[config.mk]
export PLATFORM = sky130hd
export DESIGN_NAME = write_dest_fsm
export DESIGN_NICKNAME = d
export VERILOG_FILES = /design/src/rtl/write_dest_fsm.sv
export SDC_FILE = /design/constraint.sdc
export NUM_CORES = 1
export LEC_CHECK = 0
export ABC_CLOCK_PERIOD_IN_PS = 9700
export CAP_MARGIN = 30
export CORE_AREA = 3 3 551 553
export DETAILED_ROUTE_END_ITERATION = 6
export DIE_AREA = 0 0 554 556
export GPL_TIMING_DRIVEN = 0
export PLACE_DENSITY_LB_ADDON = 0.3
export RECOVER_POWER = 25
export SYNTH_ARGS = -nofsm -noshare
export SYNTH_HDL_FRONTEND = slang
export SYNTH_SLANG_ARGS = --single-unit
export TNS_END_PERCENT = 20
[constraint.sdc]
create_clock -name clk -period 9.7 [get_ports clk]
set_input_delay 2.91 -clock clk [delete_from_list [all_inputs] [get_ports clk]]
set_output_delay 2.91 -clock clk [all_outputs]
set_load 0.03 [all_outputs]
[src/rtl/write_dest_fsm.sv]
// rtl/write_dest_fsm.sv - DMA destination write engine: data FIFO to AXI-MM write bursts
// IDLE is encoded as all zeros; every other state owns one bit of wr_state.
module write_dest_fsm #(
  parameter int DATA_W          = 512,
  parameter int ADDR_W          = 64,
  parameter int LENGTH_W        = 32,
  parameter int AXI_LEN_W       = 3,
  parameter int MAX_OUTSTANDING = 2,
  parameter int PERF_CNTR_W     = 64
) (
  input  logic                   clk,
  input  logic                   reset_n,
  input  logic                   go,
  input  logic                   desc_valid,
  input  logic [ADDR_W-1:0]      dest_addr,
  input  logic [LENGTH_W-1:0]    length,
  input  logic                   fifo_empty,
  input  logic [DATA_W+1:0]      fifo_rd_data,
  output logic                   fifo_rd_en,
  output logic                   awvalid,
  input  logic                   awready,
  output logic [ADDR_W-1:0]      awaddr,
  output logic [AXI_LEN_W-1:0]   awlen,
  output logic [2:0]             awsize,
  output logic [1:0]             awburst,
  output logic                   wvalid,
  input  logic                   wready,
  output logic [DATA_W-1:0]      wdata,
  output logic [DATA_W/8-1:0]    wstrb,
  output logic                   wlast,
  input  logic                   bvalid,
  output logic                   bready,
  input  logic [1:0]             bresp,
  output logic                   wr_fsm_done,
  output logic                   busy,
  output logic                   wr_rsp_err,
  output logic [4:0]             wr_state,
  output logic [PERF_CNTR_W-1:0] wr_clk_cnt,
  output logic [PERF_CNTR_W-1:0] wr_valid_cnt
);

  localparam int BPB = DATA_W / 8;
  localparam logic [ADDR_W-1:0] BURST_BYTES = ADDR_W'(BPB * (1 << AXI_LEN_W));

  typedef enum logic [4:0] {
    IDLE   = 5'b00000,
    AW_REQ = 5'b00001,
    W_DATA = 5'b00010,
    WAIT_B = 5'b00100,
    DONE   = 5'b01000,
    ERROR  = 5'b10000
  } state_t;

  state_t                 state_q, state_d;
  logic [ADDR_W-1:0]      awaddr_q, awaddr_d;
  logic [AXI_LEN_W-1:0]   awlen_q, awlen_d;
  logic [AXI_LEN_W-1:0]   last_len_q, last_len_d;
  logic [AXI_LEN_W-1:0]   beat_q, beat_d;
  logic [LENGTH_W-1:0]    num_bursts_q, num_bursts_d;
  logic [LENGTH_W-1:0]    burst_cnt_q, burst_cnt_d;
  logic [LENGTH_W-1:0]    b_cnt_q, b_cnt_d;
  logic [2:0]             out_q, out_d;
  logic                   err_q, err_d;
  logic [PERF_CNTR_W-1:0] clk_cnt_q, clk_cnt_d;
  logic [PERF_CNTR_W-1:0] valid_cnt_q, valid_cnt_d;

  logic [LENGTH_W-1:0] len_m1, nb_calc;
  logic aw_hs, w_hs, b_hs, last_burst, next_is_last, fin_beat, beat_bad;

  assign len_m1  = length - LENGTH_W'(1);
  assign nb_calc = (len_m1 >> AXI_LEN_W) + LENGTH_W'(1);

  assign awvalid    = (state_q == AW_REQ) && (out_q < 3'(MAX_OUTSTANDING));
  assign wvalid     = (state_q == W_DATA) && !fifo_empty;
  assign bready     = (state_q != IDLE);
  assign aw_hs      = awvalid && awready;
  assign w_hs       = wvalid && wready;
  assign b_hs       = bvalid && bready;
  assign fifo_rd_en = w_hs;

  assign last_burst   = (burst_cnt_q == num_bursts_q - LENGTH_W'(1));
  assign next_is_last = (burst_cnt_q + LENGTH_W'(2) == num_bursts_q);
  assign wlast        = (state_q == W_DATA) && (beat_q == awlen_q);
  assign fin_beat     = wlast && last_burst;
  // FIFO framing must line up with our burst boundaries and the transfer end.
  assign beat_bad     = (fifo_rd_data[DATA_W] != wlast) ||
                        (fin_beat && !fifo_rd_data[DATA_W+1]);

  assign awaddr       = awaddr_q;
  assign awlen        = awlen_q;
  assign awsize       = 3'($clog2(BPB));
  assign awburst      = 2'b01;
  assign wdata        = fifo_rd_data[DATA_W-1:0];
  assign wstrb        = '1;
  assign wr_fsm_done  = (state_q == DONE);
  assign busy         = (state_q != IDLE);
  assign wr_rsp_err   = err_q;
  assign wr_state     = state_q;
  assign wr_clk_cnt   = clk_cnt_q;
  assign wr_valid_cnt = valid_cnt_q;

  always_comb begin
    state_d      = state_q;
    awaddr_d     = awaddr_q;
    awlen_d      = awlen_q;
    last_len_d   = last_len_q;
    beat_d       = beat_q;
    num_bursts_d = num_bursts_q;
    burst_cnt_d  = burst_cnt_q;
    b_cnt_d      = b_cnt_q;
    out_d        = out_q;
    err_d        = err_q;
    clk_cnt_d    = clk_cnt_q;
    valid_cnt_d  = valid_cnt_q;

    if (state_q != IDLE) clk_cnt_d = clk_cnt_q + PERF_CNTR_W'(1);
    if (w_hs)            valid_cnt_d = valid_cnt_q + PERF_CNTR_W'(1);
    if (b_hs)            b_cnt_d = b_cnt_q + LENGTH_W'(1);
    if (aw_hs && !b_hs)  out_d = out_q + 3'd1;
    if (!aw_hs && b_hs)  out_d = out_q - 3'd1;

    case (state_q)
      IDLE: begin
        if (go && desc_valid) begin
          state_d      = AW_REQ;
          awaddr_d     = dest_addr;
          num_bursts_d = nb_calc;
          last_len_d   = len_m1[AXI_LEN_W-1:0];
          awlen_d      = (nb_calc == LENGTH_W'(1)) ? len_m1[AXI_LEN_W-1:0] : '1;
          beat_d       = '0;
          burst_cnt_d  = '0;
          b_cnt_d      = '0;
          out_d        = '0;
          clk_cnt_d    = '0;
          valid_cnt_d  = '0;
        end
      end
      AW_REQ: begin
        if (aw_hs) begin
          state_d = W_DATA;
          beat_d  = '0;
        end
      end
      W_DATA: begin
        if (w_hs) begin
          if (beat_bad) begin
            state_d = ERROR;
          end else if (wlast) begin
            if (last_burst) begin
              state_d = WAIT_B;
            end else begin
              state_d     = AW_REQ;
              burst_cnt_d = burst_cnt_q + LENGTH_W'(1);
              awaddr_d    = awaddr_q + BURST_BYTES;
              awlen_d     = next_is_last ? last_len_q : '1;
            end
          end else begin
            beat_d = beat_q + AXI_LEN_W'(1);
          end
        end
      end
      WAIT_B: begin
        if ((b_cnt_q == num_bursts_q) && (out_q == 3'd0)) state_d = DONE;
      end
      DONE:    state_d = IDLE;
      ERROR:   if (!go) state_d = IDLE;
      default: state_d = IDLE;
    endcase

    // A slave error response overrides whatever the FSM was doing.
    if (b_hs && (bresp != 2'b00)) begin
      err_d   = 1'b1;
      state_d = ERROR;
    end
  end

  always_ff @(posedge clk or negedge reset_n) begin
    if (!reset_n) begin
      state_q      <= IDLE;
      awaddr_q     <= '0;
      awlen_q      <= '0;
      last_len_q   <= '0;
      beat_q       <= '0;
      num_bursts_q <= '0;
      burst_cnt_q  <= '0;
      b_cnt_q      <= '0;
      out_q        <= '0;
      err_q        <= 1'b0;
      clk_cnt_q    <= '0;
      valid_cnt_q  <= '0;
    end else begin
      state_q      <= state_d;
      awaddr_q     <= awaddr_d;
      awlen_q      <= awlen_d;
      last_len_q   <= last_len_d;
      beat_q       <= beat_d;
      num_bursts_q <= num_bursts_d;
      burst_cnt_q  <= burst_cnt_d;
      b_cnt_q      <= b_cnt_d;
      out_q        <= out_d;
      err_q        <= err_d;
      clk_cnt_q    <= clk_cnt_d;
      valid_cnt_q  <= valid_cnt_d;
    end
  end

endmodule

### After elaboration in Yosys (flattened, before gate mapping)

Cells that the tools add are included.

| operators by class | value |
|---|---|
| order comparisons | 1 |
| multiply operators | 0 |
| add/sub/neg operators | 12 |
| bitwise operators | 0 |
| muxes and demuxes | 49 |
| shift-type cells | 0 |
| divide/modulo/power cells | 0 |
| eq/ne operators | 24 |
| reduce and logical (&&, ||, !) cells | 28 |

Operators with widths:

| operator | count |
|---|---|
| $mux W64 | 11 |
| $mux W32 | 8 |
| $add A64 B1 Y64 const B | 2 |
| $pmux W64 S2 | 1 |
| $eq A32 B32 Y1 | 3 |
| $add A32 B1 Y32 const B | 2 |
| $add A64 B10 Y64 const B | 1 |
| $pmux W32 S2 | 1 |
| $sub A32 B1 Y32 const B | 2 |
| $mux W3 | 17 |
| $mux W5 | 8 |
| $add A32 B2 Y32 const B | 1 |
| $add A29 B1 Y30 const B | 1 |
| $eq A30 B1 Y1 const B | 1 |
| $pmux W5 S5 | 1 |
| $reduce_and A6 Y1 | 3 |
| $ne A2 B2 Y1 const B | 7 |
| $logic_and A1 B1 Y1 | 13 |
| $ne A3 B3 Y1 const B | 3 |
| $pmux W3 S3 | 1 |
| $add A3 B1 Y3 const B | 2 |
| $ne A3 B2 Y1 const B | 2 |
| $pmux W3 S2 | 1 |
| $eq A5 B1 Y1 const B | 1 |
| other kinds (17) | 21 |

| word-level totals | value |
|---|---|
| bits in writable memories | 0 |
| ROM bits | 0 |
| memories | 0 |
| logic and storage cells | 126 |
| output and inout bits | 789 |
| latch bits | 0 |
| bits in registers | 306 |
| bits of input ports | 620 |

### Longest topological paths before layout

| depth | value |
|---|---|
| depth in word-level cells | 9 |
| gate-level depth with buffers | 16 |
| depth with buffers taken out | 13 |

### Worst setup path after synthesis

OpenSTA, ideal clock, no wires.

| timing | value |
|---|---|
| kind | input to output |
| from | input port fifo_empty |
| to | output port fifo_rd_en |
| data required time | 6.790 ns |
| stages on the path | 4 |
| buffers on the path | 1 |
| data arrival time | 3.862 ns |
| setup slack | 2.928 ns |
| cell sequence | nor2_1 -> nand2_1 -> inv_1 -> buf_2 |

| on the way | value |
|---|---|
| longest elaborated chain between the ends | 3 |

Ends and longest elaborated chain:

| item | line | text |
|---|---|---|
| start, declared | 17 | `input logic fifo_empty,` |
| $logic_not A1 Y1 | 74 | `assign wvalid = (state_q == W_DATA) && !fifo_empty;` |
| $logic_and A1 B1 Y1 | 74 |  |
| $logic_and A1 B1 Y1 | 77 | `assign w_hs = wvalid && wready;` |
| end, declared | 19 | `output logic fifo_rd_en,` |

Every way passes these cells.

### Worst setup path in the final report

Ends and elaborated chain as after synthesis.

==> metrics.cfg <==
[sta]
slew_viol_final = 137
min_period_ps = 8310
fin_crit_sh_pct = 85.7
worstMarginPinSlew_ps = 2700
max_freq_mhz = 120
maxSlewHeadroom_pct = -80.1
finalHoldViolCount = 0
setup_ws_ps = 1390
setup_viol = 0
rsz0062_at_grt = false
fin_skew_ps = 49.5

[pwr]
p_leak_nw = 15.0
vdd_drop_max_mv = 0.127
powerDensity_mw_per_mm2 = 176
report.power.total_w = 0.00692

[synth]
ys_warn_count = 0
synthCells = 2963
avgSynthCellArea_um2 = 8.08
ys_ff_latch = 304
synth-seq-area-share_pct = 31.8
synth_cell_types = 83
async_flop_share_pct = 100
synth_top_area_share_pct = 31.8
synth_commonest_cells = buf_4, dfrtp_1, nand2_1
syn_area_mm2 = 0.0239
yosysTopAreaCell = dfrtp_1
synth_edf_count = 0
synth_ff_type = dfrtp_1
yosysMostFrequentCell = buf_4
ys_top_cells_by_area = dfrtp_1, buf_4, xor2_1

[route]
ant_nets = 0
finalWirelength_um = 153000
drtIter0Drc = 1551
drc = 0
avgRoutedWirePerCell_um = 19.3
dr.pass1.iters = 6
via_per_inst = 3.18
num_vias = 25199

[cts]
cts_tree = built
numCtsBuffers = 45
clock-sinks = 304
cts_root_buf = clkbuf_16
clock_path_buffers = 3
cts_setup_buffers = 0
insertion_delay_ps = 680
h-tree-depth = 2
cts.repair.resized = 0
cts_hold_buffers = 0
clk_pin_slew_ps = 60

[placed_design]
placed_area_mm2 = 0.0377
gp_congestion = 0.928
dpl.hpwl_um = 130000
numPortBuffers = 821
place_ws_ps = 1070

[hold_path]
min_path_type = flip-flop to flip-flop
holdPathStages = 2
hold_start = last_len_q[2]
holdPathEnd = last_len_q[2]

[final_layout]
final_nets = 4556
final_area_mm2 = 0.0394
fill_cells = 34289
syn_to_final_growth_pct = 64.5
drive_gt1_share_pct = 18.4

[setup_path]
rr_endpoint = awaddr[49]
start_kind = input pin
cp.arrival_ps = 5400
r2r_cells = 11
critPathKind = input pin to primary output
rr_startpoint = num_bursts_q[6]
r2r_setup_slack_ps = 3970
crit_fanout = 10
critPathCaptureType = primary output
critPathRequiredTime_ps = 6790

[floorplanning]
io_pins = 1409
die-area_mm2 = 0.308
core_area_mm2 = 0.299
start_util_pct = 8.00
rows = 201
die_x_um = 554
die_y_um = 556

[global_route]
grt_pass1_wl_um = 204000
grt.total_usage_pct = 9.32
grt_pass1_vias = 24670
grt_max_degree = 95
grt_overflow_total = 0
antenna_found_initial = 37

[run_status]
status = finished, violations left
violations = capacitance limit, slew limit

[run]
cap_violations = 2

## stage by stage
step / util, % / cells / setup TNS, ps / hold slack (ps)
after floorplan: - / 3030 / 0 / 437
after global placement: 12.5 / 7809 / -3195130 / 461
after detailed placement: 12.6 / 7828 / 0 / 465
after CTS: 13.1 / 7910 / 0 / 482
after global routing: 13.2 / 7920 / 0 / 505
final: 13.2 / 7923 / 0 / 472
## cells by family (layout without fill, tap and decap cells)
family                     count (synthesis)  count (layout)  synth area share (%)
muxes                                     20              20                 0.852
other                                      2              77                0.0314
xor gates and xnor gates                 255             255                  9.33
DFF                                      304             304                  31.8
adders and majority gates                 14              14                 0.732
buffers and inverters                    769            1696                  21.2
and+or+nand+nor                         1151            1151                  24.2
AOI/OAI and AO/OA                        448             448                  11.9
## worst max-delay path, stage by stage
cell             delay, ps
clkdlybuf4s50_1        400
nor2_1                 410
nand2_1                310
inv_1                  130
buf_2                  370
clkdlybuf4s50_1        850
## how the worst max path moves through the flow
stage / from / endpoint / slack, ps
final: fifo_empty / fifo_rd_en / 1390
after global routing: fifo_empty / fifo_rd_en / 1070
after CTS: fifo_empty / fifo_rd_en / 1070
after detailed placement: fifo_empty / fifo_rd_en / 1070
after global placement: reset_n / awaddr[31] / -10690
after floorplan: fifo_empty / fifo_rd_en / 2930
## flip-flops by register name (all words and copies together) (netlist names)
signal	flops
awaddr	64
wr_clk_cnt	64
wr_valid_cnt	64
b_cnt_q	32
burst_cnt_q	32
num_bursts_q	30
wr_state	5
awlen	3
beat_q	3
last_len_q	3
out_q	3
wr_rsp_err	1
## power by group
group	switching, W	internal, W
Clock	0.000757	0.00109
Combinational	0.00211	0.00118
Sequential	0.000297	0.00149
## area by class of cell
type	instances	area (um2)	share of cell area, %
flip-flops and latches	304	7610	19.3
clock inverters	17	298	0.756
clock buffers	65	1290	3.28
inverters	48	180	0.458
diodes	8	20.0	0.0508
plain buffers	721	4910	12.5
well taps	3958	4950	12.6
multi-input cells	1957	11500	29.3
repair buffers	845	8590	21.8
## routing by layer
metal  routed length, um  part of all wire, %  vias to the layer above  global-route usage (%)
met5                  48                0.031                        -                       0
met3               14400                  9.4                      151                    3.26
met1               63400                   41                    12167                    11.5
met4                4510                  2.9                        8                    2.90
li1                    -                    -                    11577                       -
met2               70600                   46                     1296                    15.1
## placed cells by master, fill, tap and decap left out, drive strengths merged, types with 9 or more instances in the layout
master	count
o31ai	24
nor2	265
mux2i	17
nor3	64
nand2	270
dlygate4sd3	17
o22a	10
nand4	73
nor3b	9
a31oi	19
buf	618
a21oi	118
o22ai	20
nor2b	11
and2	22
dfrtp	304
or4	24
inv	53
or3	49
ha	14
nor4	52
nor4b	11
nand3	174
o21ai	140
xor2	138
and4	18
xnor2	117
nand2b	18
conb	69
o211ai	24
a22oi	10
clkdlybuf4s50	803
and3	55
clkbuf	193
or2	15
No activity file was read; power rests on OpenSTA's default activity.
